<file path="src/rtl/alu_pipe.sv">
// Two-stage pipelined ALU with valid/ready on both sides, an internal accumulator
// operand, carry/overflow/zero/illegal-op flags and optional signed saturation.
module alu_pipe #(
    parameter int WIDTH  = 8,
    parameter bit SAT_EN = 1'b0,
    parameter int SH_W   = $clog2(WIDTH)
) (
    input  logic             clk,
    input  logic             rst,
    input  logic             in_valid,
    output logic             in_ready,
    input  logic [WIDTH-1:0] a,
    input  logic [WIDTH-1:0] b,
    input  logic [3:0]       op,
    input  logic             acc_sel,
    output logic             out_valid,
    input  logic             out_ready,
    output logic [WIDTH-1:0] out,
    output logic             c,
    output logic             v,
    output logic             z,
    output logic             err
);
    localparam logic [3:0] OP_ADD = 4'd0,  OP_SUB = 4'd1,  OP_AND = 4'd2,  OP_OR  = 4'd3;
    localparam logic [3:0] OP_XOR = 4'd4,  OP_NOT = 4'd5,  OP_SHL = 4'd6,  OP_SHR = 4'd7;
    localparam logic [3:0] OP_SRA = 4'd8,  OP_ROL = 4'd9,  OP_INC = 4'd10, OP_DEC = 4'd11;
    localparam logic [3:0] OP_PASS = 4'd12, OP_CLRACC = 4'd13;
    localparam int MSB = WIDTH - 1;

    // Handshake: a transfer happens on a rising edge where valid && ready are both 1;
    // the sender holds its payload stable while valid=1 and ready=0.

    logic [WIDTH-1:0]   acc_q;
    logic               s1_valid_q, s1_valid_d;
    logic [WIDTH-1:0]   s1_res_q;
    logic               s1_c_q, s1_v_q, s1_z_q, s1_err_q;
    logic               out_valid_q, out_valid_d;
    logic [WIDTH-1:0]   out_q;
    logic               c_q, v_q, z_q, err_q;

    logic               adv, accept;
    logic [WIDTH-1:0]   opa, arith_x, arith_y, res_d;
    logic               arith_sub, ovf, c_d, v_d, z_d, err_d;
    logic [WIDTH:0]     sum, shl_t, shr_t, sra_t;
    logic [2*WIDTH-1:0] rol_t;
    logic [SH_W-1:0]    sh;

    assign adv       = !out_valid_q || out_ready;
    assign in_ready  = !s1_valid_q || adv;
    assign accept    = in_valid && in_ready;

    assign opa       = acc_sel ? acc_q : a;
    assign sh        = b[SH_W-1:0];
    assign arith_sub = (op == OP_SUB) || (op == OP_DEC);
    assign arith_x   = ((op == OP_ADD) || (op == OP_SUB)) ? b : WIDTH'(1);
    // Subtraction is A + ~x + 1, so carry-out doubles as "no borrow".
    assign arith_y   = arith_sub ? ~arith_x : arith_x;
    assign sum       = {1'b0, opa} + {1'b0, arith_y} + {{WIDTH{1'b0}}, arith_sub};
    assign ovf       = (opa[MSB] == arith_y[MSB]) && (sum[MSB] != opa[MSB]);

    // Padding bits catch the last bit shifted out; they stay 0 for a zero shift.
    assign shl_t = {1'b0, opa} << sh;
    assign shr_t = {opa, 1'b0} >> sh;
    assign sra_t = $signed({opa, 1'b0}) >>> sh;
    assign rol_t = {opa, opa} << sh;

    always_comb begin
        res_d = '0;
        c_d   = 1'b0;
        v_d   = 1'b0;
        err_d = 1'b0;
        case (op)
            OP_ADD, OP_SUB, OP_INC, OP_DEC: begin
                res_d = sum[WIDTH-1:0];
                c_d   = sum[WIDTH];
                v_d   = ovf;
                // On overflow the true result has the sign of A.
                if (SAT_EN && ovf) begin
                    res_d = opa[MSB] ? {1'b1, {(WIDTH-1){1'b0}}} : {1'b0, {(WIDTH-1){1'b1}}};
                end
            end
            OP_AND:    res_d = opa & b;
            OP_OR:     res_d = opa | b;
            OP_XOR:    res_d = opa ^ b;
            OP_NOT:    res_d = ~opa;
            OP_SHL: begin
                res_d = shl_t[WIDTH-1:0];
                c_d   = shl_t[WIDTH];
            end
            OP_SHR: begin
                res_d = shr_t[WIDTH:1];
                c_d   = shr_t[0];
            end
            OP_SRA: begin
                res_d = sra_t[WIDTH:1];
                c_d   = sra_t[0];
            end
            OP_ROL: begin
                res_d = rol_t[2*WIDTH-1:WIDTH];
                c_d   = (sh != '0) && rol_t[WIDTH];
            end
            OP_PASS:   res_d = b;
            OP_CLRACC: res_d = '0;
            default:   err_d = 1'b1;
        endcase
    end

    assign z_d = (res_d == '0);

    // Stage 1 refills on accept; otherwise it empties only when stage 2 can take it.
    assign s1_valid_d  = accept || (s1_valid_q && !adv);
    assign out_valid_d = adv ? s1_valid_q : out_valid_q;

    always_ff @(posedge clk or posedge rst) begin
        if (rst) begin
            acc_q       <= '0;
            s1_valid_q  <= 1'b0;
            s1_res_q    <= '0;
            s1_c_q      <= 1'b0;
            s1_v_q      <= 1'b0;
            s1_z_q      <= 1'b0;
            s1_err_q    <= 1'b0;
            out_valid_q <= 1'b0;
            out_q       <= '0;
            c_q         <= 1'b0;
            v_q         <= 1'b0;
            z_q         <= 1'b0;
            err_q       <= 1'b0;
        end else begin
            s1_valid_q  <= s1_valid_d;
            out_valid_q <= out_valid_d;
            if (accept && !err_d) begin
                acc_q <= res_d;
            end
            if (accept) begin
                s1_res_q <= res_d;
                s1_c_q   <= c_d;
                s1_v_q   <= v_d;
                s1_z_q   <= z_d;
                s1_err_q <= err_d;
            end
            if (adv && s1_valid_q) begin
                out_q <= s1_res_q;
                c_q   <= s1_c_q;
                v_q   <= s1_v_q;
                z_q   <= s1_z_q;
                err_q <= s1_err_q;
            end
        end
    end

    assign out_valid = out_valid_q;
    assign out       = out_q;
    assign c         = c_q;
    assign v         = v_q;
    assign z         = z_q;
    assign err       = err_q;
endmodule

</file>
<file path="config.mk">
export PLATFORM = sky130hd
export DESIGN_NAME = alu_pipe
export DESIGN_NICKNAME = d
export VERILOG_FILES = /design/src/rtl/alu_pipe.sv
export SDC_FILE = /design/constraint.sdc
export NUM_CORES = 1
export LEC_CHECK = 0
export ABC_AREA = 1
export CAP_MARGIN = 20
export CORE_AREA = 4 4 84 86
export DETAILED_ROUTE_END_ITERATION = 12
export DIE_AREA = 0 0 88 90
export GPL_ROUTABILITY_DRIVEN = 0
export PLACE_DENSITY = 0.77
export SYNTH_ARGS = -nofsm -noshare
export SYNTH_HDL_FRONTEND = slang
export SYNTH_SLANG_ARGS = --single-unit
</file>
<file path="constraint.sdc">
create_clock -name clk -period 6.08 [get_ports clk]
set_clock_uncertainty 0.05 [all_clocks]
set_input_delay 1.216 -clock clk [delete_from_list [all_inputs] [get_ports clk]]
set_output_delay 1.216 -clock clk [all_outputs]
set_load 0.1 [all_outputs]
</file>
Word level (Yosys, flattened, before mapping)
Cells that the tools add are included.

operators by class
  add/sub/neg operators = 2
  equal/unequal tests = 15
  shift operators = 4
  muxes and demuxes = 7
  bitwise gates (word level) = 5
  reductions and logical operators = 19

operators by type and width
  cell                  number
  $pmux W8 S10          1
  $eq A4 B4 Y1 const B  6
  $mux W8               3
  $eq A4 B3 Y1 const B  4
  $not A8 Y8            2
  $shl A16 B3 Y16       1
  $reduce_or A14 Y1     1
  $add A8 B8 Y9         1
  $add A9 B1 Y9         1
  $shl A8 B3 Y9         1
  $shr A9 B3 Y9         1
  $sshr A9 B3 Y9        1
  $and A8 B8 Y8         1
  $eq A4 B2 Y1 const B  2
  $logic_not A8 Y1      1
  $or A8 B8 Y8          1
  $xor A8 B8 Y8         1
  $logic_and A1 B1 Y1   6
  $logic_or A1 B1 Y1    5
  $pmux W1 S5           1
  $eq A4 B1 Y1 const B  1
  $logic_not A4 Y1      1
  $reduce_or A4 Y1      1
  $logic_not A1 Y1      3
  other kinds (4)       5

word-level totals
  flip-flop bits (word level) = 34
  input bits = 25
  word-level logic and storage cells = 65

Depth between registers and ports, before layout
  depth after elaboration = 10
  gate-level depth with buffers = 22

Worst setup path after synthesis
No wires, ideal clock.

  path kind = input port to flip-flop
  start = in op[3]
  end = reg s1_z_q
  library setup time = 66 ps
  arrival time = 3352 ps
  path slack = 2612 ps
  stages = 18
  path buffers = 0
  path through = nor2_1 nand2_1 nand2_1 inv_1 nor2_1 nand2_1 o21ai_0 fa_1 a21boi_0 nor2_1 nand3_1 nor2_1 nand2_1 nor2_1 nand2_1 nor2_1 nand3_1 nand2_1

between the ends
  cells in the longest elaborated chain, start to end = 9
  elaborated cells between the ends (all ways) = 23

RTL lines
  what                                              RTL line    text
  start, declared                                   14          input logic [3:0] op,
  $eq A4 B1 Y1 or $logic_not A4 Y1 (tied branches)  54, 55, 72
  $logic_or A1 B1 Y1                                55          assign arith_x = ((op == OP_ADD) || (op == OP_SUB)) ? b : WIDTH'(1);
  $mux W8                                           55
  $not A8 Y8                                        57          assign arith_y = arith_sub ? ~arith_x : arith_x;
  $mux W8                                           57
  $add A8 B8 Y9                                     58          assign sum = {1'b0, opa} + {1'b0, arith_y} + {{WIDTH{1'b0}}, arith_sub};
  $add A9 B1 Y9                                     58
  $pmux W8 S10 *                                    72          case (op)
  $logic_not A8 Y1 *                                108         assign z_d = (res_d == '0);
  end signal, assigned                              139         s1_z_q <= z_d;
  end, declared                                     36          logic s1_c_q, s1_v_q, s1_z_q, s1_err_q;

Every way passes the cells marked *; elsewhere a longest branch is shown, timed or not.
A chain may end at the register's enable or synchronous reset.

Worst setup path after layout
  start = in op[3]
  end = reg acc_q[6]

between the ends
  cells in the longest elaborated chain, start to end = 8
  elaborated cells between the ends (all ways) = 25

RTL lines
  what                                              RTL line    text
  $eq A4 B1 Y1 or $logic_not A4 Y1 (tied branches)  54, 55, 72
  $logic_or A1 B1 Y1                                55
  $mux W8                                           55
  $not A8 Y8                                        57
  $mux W8                                           57
  $add A8 B8 Y9                                     58
  $add A9 B1 Y9                                     58
  $pmux W8 S10                                      72
  end signal, assigned                              133         acc_q <= res_d;
  end, declared                                     33          logic [WIDTH-1:0] acc_q;

Several ways; a longest one is shown, not always the timed one.

==> results.yml <==
global_routing:
  grt_antenna_before_repair: 0
  grt_pass1_wl_mm: 15.6
  first_global_vias: 3315
  grt-ovfl-total: 0
  grtUsageTotal_pct: 24.5
  grt_max_degree: 35
power_and_ir_drop:
  switchingPower_uw: 450
  p_int_uw: 538
  powerDensity_nw_per_um2: 252
  p_leak_uw: 0.00209
  combPwrFrac_pct: 49.9
  ir_drop_v: 0.000313
  swShare_pct: 45.6
  seqPwrFrac_pct: 29.6
  clockPowerShare_pct: 20.5
setup_path:
  critical_path_class: "input pin to flip-flop"
  crit_path_frequent_cell: "nand2_1"
  worst_path_largest_cell_delay_ps: 450
  crit_fanout: 7
  critPathArrivalTime_ps: 4390
  crit_chain: "clkdlybuf4s50_1 > nor2_1 > nand2_1 > nand2_1 > inv_1 > nor2_1 > nand2_1 > o21ai_0 > ha_1 > a21oi_1 > or2_2 > nand3_1 > nand2_1 > nand3_1 > nand3_1 > o21ai_0 > o21ai_0"
  path_delay_family: "simple AND/OR/NAND/NOR gates"
  worst_path_max_delay_cell: "clkdlybuf4s50_1"
  worst-path-buf-inv: 2
  start_kind: "input pin"
  endpoint_kind: "flip-flop"
  cp.required_ps: 6150
detailed_routing:
  drc_errors: 0
  drtIter0Drc: 496
  vias_per_cell: 5.72
  drtAntennaViolNets: 0
  wirelength_mm: 9.68
  dr.pass1.iters: 6
  wl_per_cell_um: 14.6
  num_vias: 3798
clocking:
  clk_pin_slew_ps: 70
  root_buffer: "clkbuf_8"
  clock_latency_ps: 270
  cts-resized-gates: 0
  cts.sinks: 34
  cts_max_level: 2
  clockBufferDepth: 2
  cts_hold_buffers: 0
  cts_tree: "done"
  numCtsBuffers: 5
  cts_setup_buffers: 0
die:
  io_pins: 39
  die_width_um: 88
  core.rowCount: 29
  die_area_um2: 7920
  core_area_um2: 6280
  die_h_um: 90
  start_util_pct: 54.3
cells_and_area:
  diodes: 0
  stdcell_count: 664
  fill_cells: 596
  drive_gt1_share_pct: 5.96
  layout_common_cells: "nand2_1 (186), inv_1 (65), nand3_1 (64)"
  ff_latch_area_um2: 851
  syn_to_final_growth_pct: 14.9
  final_common_cell: "nand2_1"
  fin_nets: 637
  multi_input_area_um2: 2200
worst_hold_path:
  hold_path.class: "flip-flop to flip-flop"
sta:
  worst_pin_slew_ps: 985
  max_clock_freq_mhz: 232
  hold_viol: 0
  fin_crit_ps: 4310
  rsz0062_at_grt: "false"
  max-slew-margin-rel_pct: 34.1
  fin_crit_sh_pct: 71.0
  final-max-slew-violation-count: 0
  fin_tns_setup_ps: 0
  setup_viol: 0
synth:
  yosys_warnings: 0
  ys_ff_latch: 34
  ys_types: 39
  yosysSeqAreaShare_pct: 25.0
  synth_nets: 606
  syn_inst: 556
  synth_area_um2: 3410
  synth.avg_cell_area_um2: 6.13
placed_design:
  port_buffers: 38
  dp.final_hpwl_mm: 7.72
  dp_cells: 657
run_status:
  status: "completed"
run:
  drv_cap: 0
[path summary, 6_finish.rpt]
check / to / cells past startpoint / startpoint / slack, ps
max in group asynchronous: out[7] / 3 / rst / 4400
max reg2reg: acc_q[6] / 13 / acc_q[5] / 3490
max: acc_q[6] / 17 / op[3] / 1770
min: out[3] / 2 / out[3] / 430
min reg2reg: out[3] / 2 / out[3] / 430
min in group asynchronous: out[2] / 3 / rst / 1280
[synthesized netlist by cell type (all sizes together)]
master / instances / area share (%)
inv: 71 / 7.8
nand4: 6 / 1.1
o21ai: 54 / 8.3
o21bai: 1 / 0.22
a21oi: 18 / 2.6
nand3: 69 / 11
a22oi: 1 / 0.22
o21a: 1 / 0.22
and2: 2 / 0.44
dfrtp: 34 / 25
a31oi: 1 / 0.18
o221ai: 1 / 0.26
clkbuf: 7 / 0.77
o211ai: 1 / 0.22
o311ai: 1 / 0.26
nor3: 1 / 0.15
mux2: 3 / 0.99
a21boi: 1 / 0.22
nor2: 51 / 5.7
fa: 1 / 0.59
ha: 24 / 8.8
or2: 1 / 0.18
a211oi: 2 / 0.44
buf: 8 / 1.8
nand2: 193 / 22
o2111ai: 1 / 0.26
xor2: 2 / 0.51
[tightest hold or removal path, cell delays in order, from the launching register on]
cell     delay, ps
dfrtp_1        340
nand2_1         50
o21ai_0         60
[kinds of logic after synthesis]
group | share of synthesized area (%)
simple gates | 40.3
buf+inv | 10.4
compound gates | 13.4
flops | 25.0
fa+ha+maj | 9.39
mux | 0.991
xor+xnor | 0.514
[cell type report]
cell class	count	share of cell area (%)
multi-input combinational	436	56.2
sequential	34	21.7
timing repair buffer	39	9.90
inverter	71	6.80
tap	77	2.46
clock buffer	6	2.11
clock inverter	1	0.767
[power by group through the flow]
stage               Clock, uW  Sequential, uW  Combinational, uW
floorplan                   0             437                222
global placement            0             296                483
detailed placement          0             297                487
CTS                       206             293                489
global route              215             298                535
finish                    203             292                493
[per-layer routing]
metal	global-route usage [%]	wire length, um	vias up
met5	0	0	-
met4	9.97	429	0
met3	2.83	840	38
met2	38.6	4310	199
met1	33.6	4110	1707
li1	-	-	1854
[registers in the layout (all words and copies together) (netlist names)]
name / cells
acc_q: 8
out: 8
s1_res_q: 8
c: 1
err: 1
out_valid: 1
s1_c_q: 1
s1_err_q: 1
s1_v_q: 1
s1_valid_q: 1
s1_z_q: 1
v: 1
z: 1
[metrics by stage]
step | setup slack [ps] | hold WS (ps) | util [%] | instance area, um^2 | total power [uW]
finish | 1770 | 433 | 62.4 | 3920 | 988
global route | 1450 | 458 | 62.4 | 3920 | 1050
CTS | 1860 | 438 | 62.4 | 3920 | 987
detailed placement | 1590 | 422 | 60.6 | 3800 | 784
global placement | 1590 | 417 | 60.6 | 3800 | 779
floorplan | 2610 | 395 | - | 3410 | 659
Power figures use the tool's default switching activity.
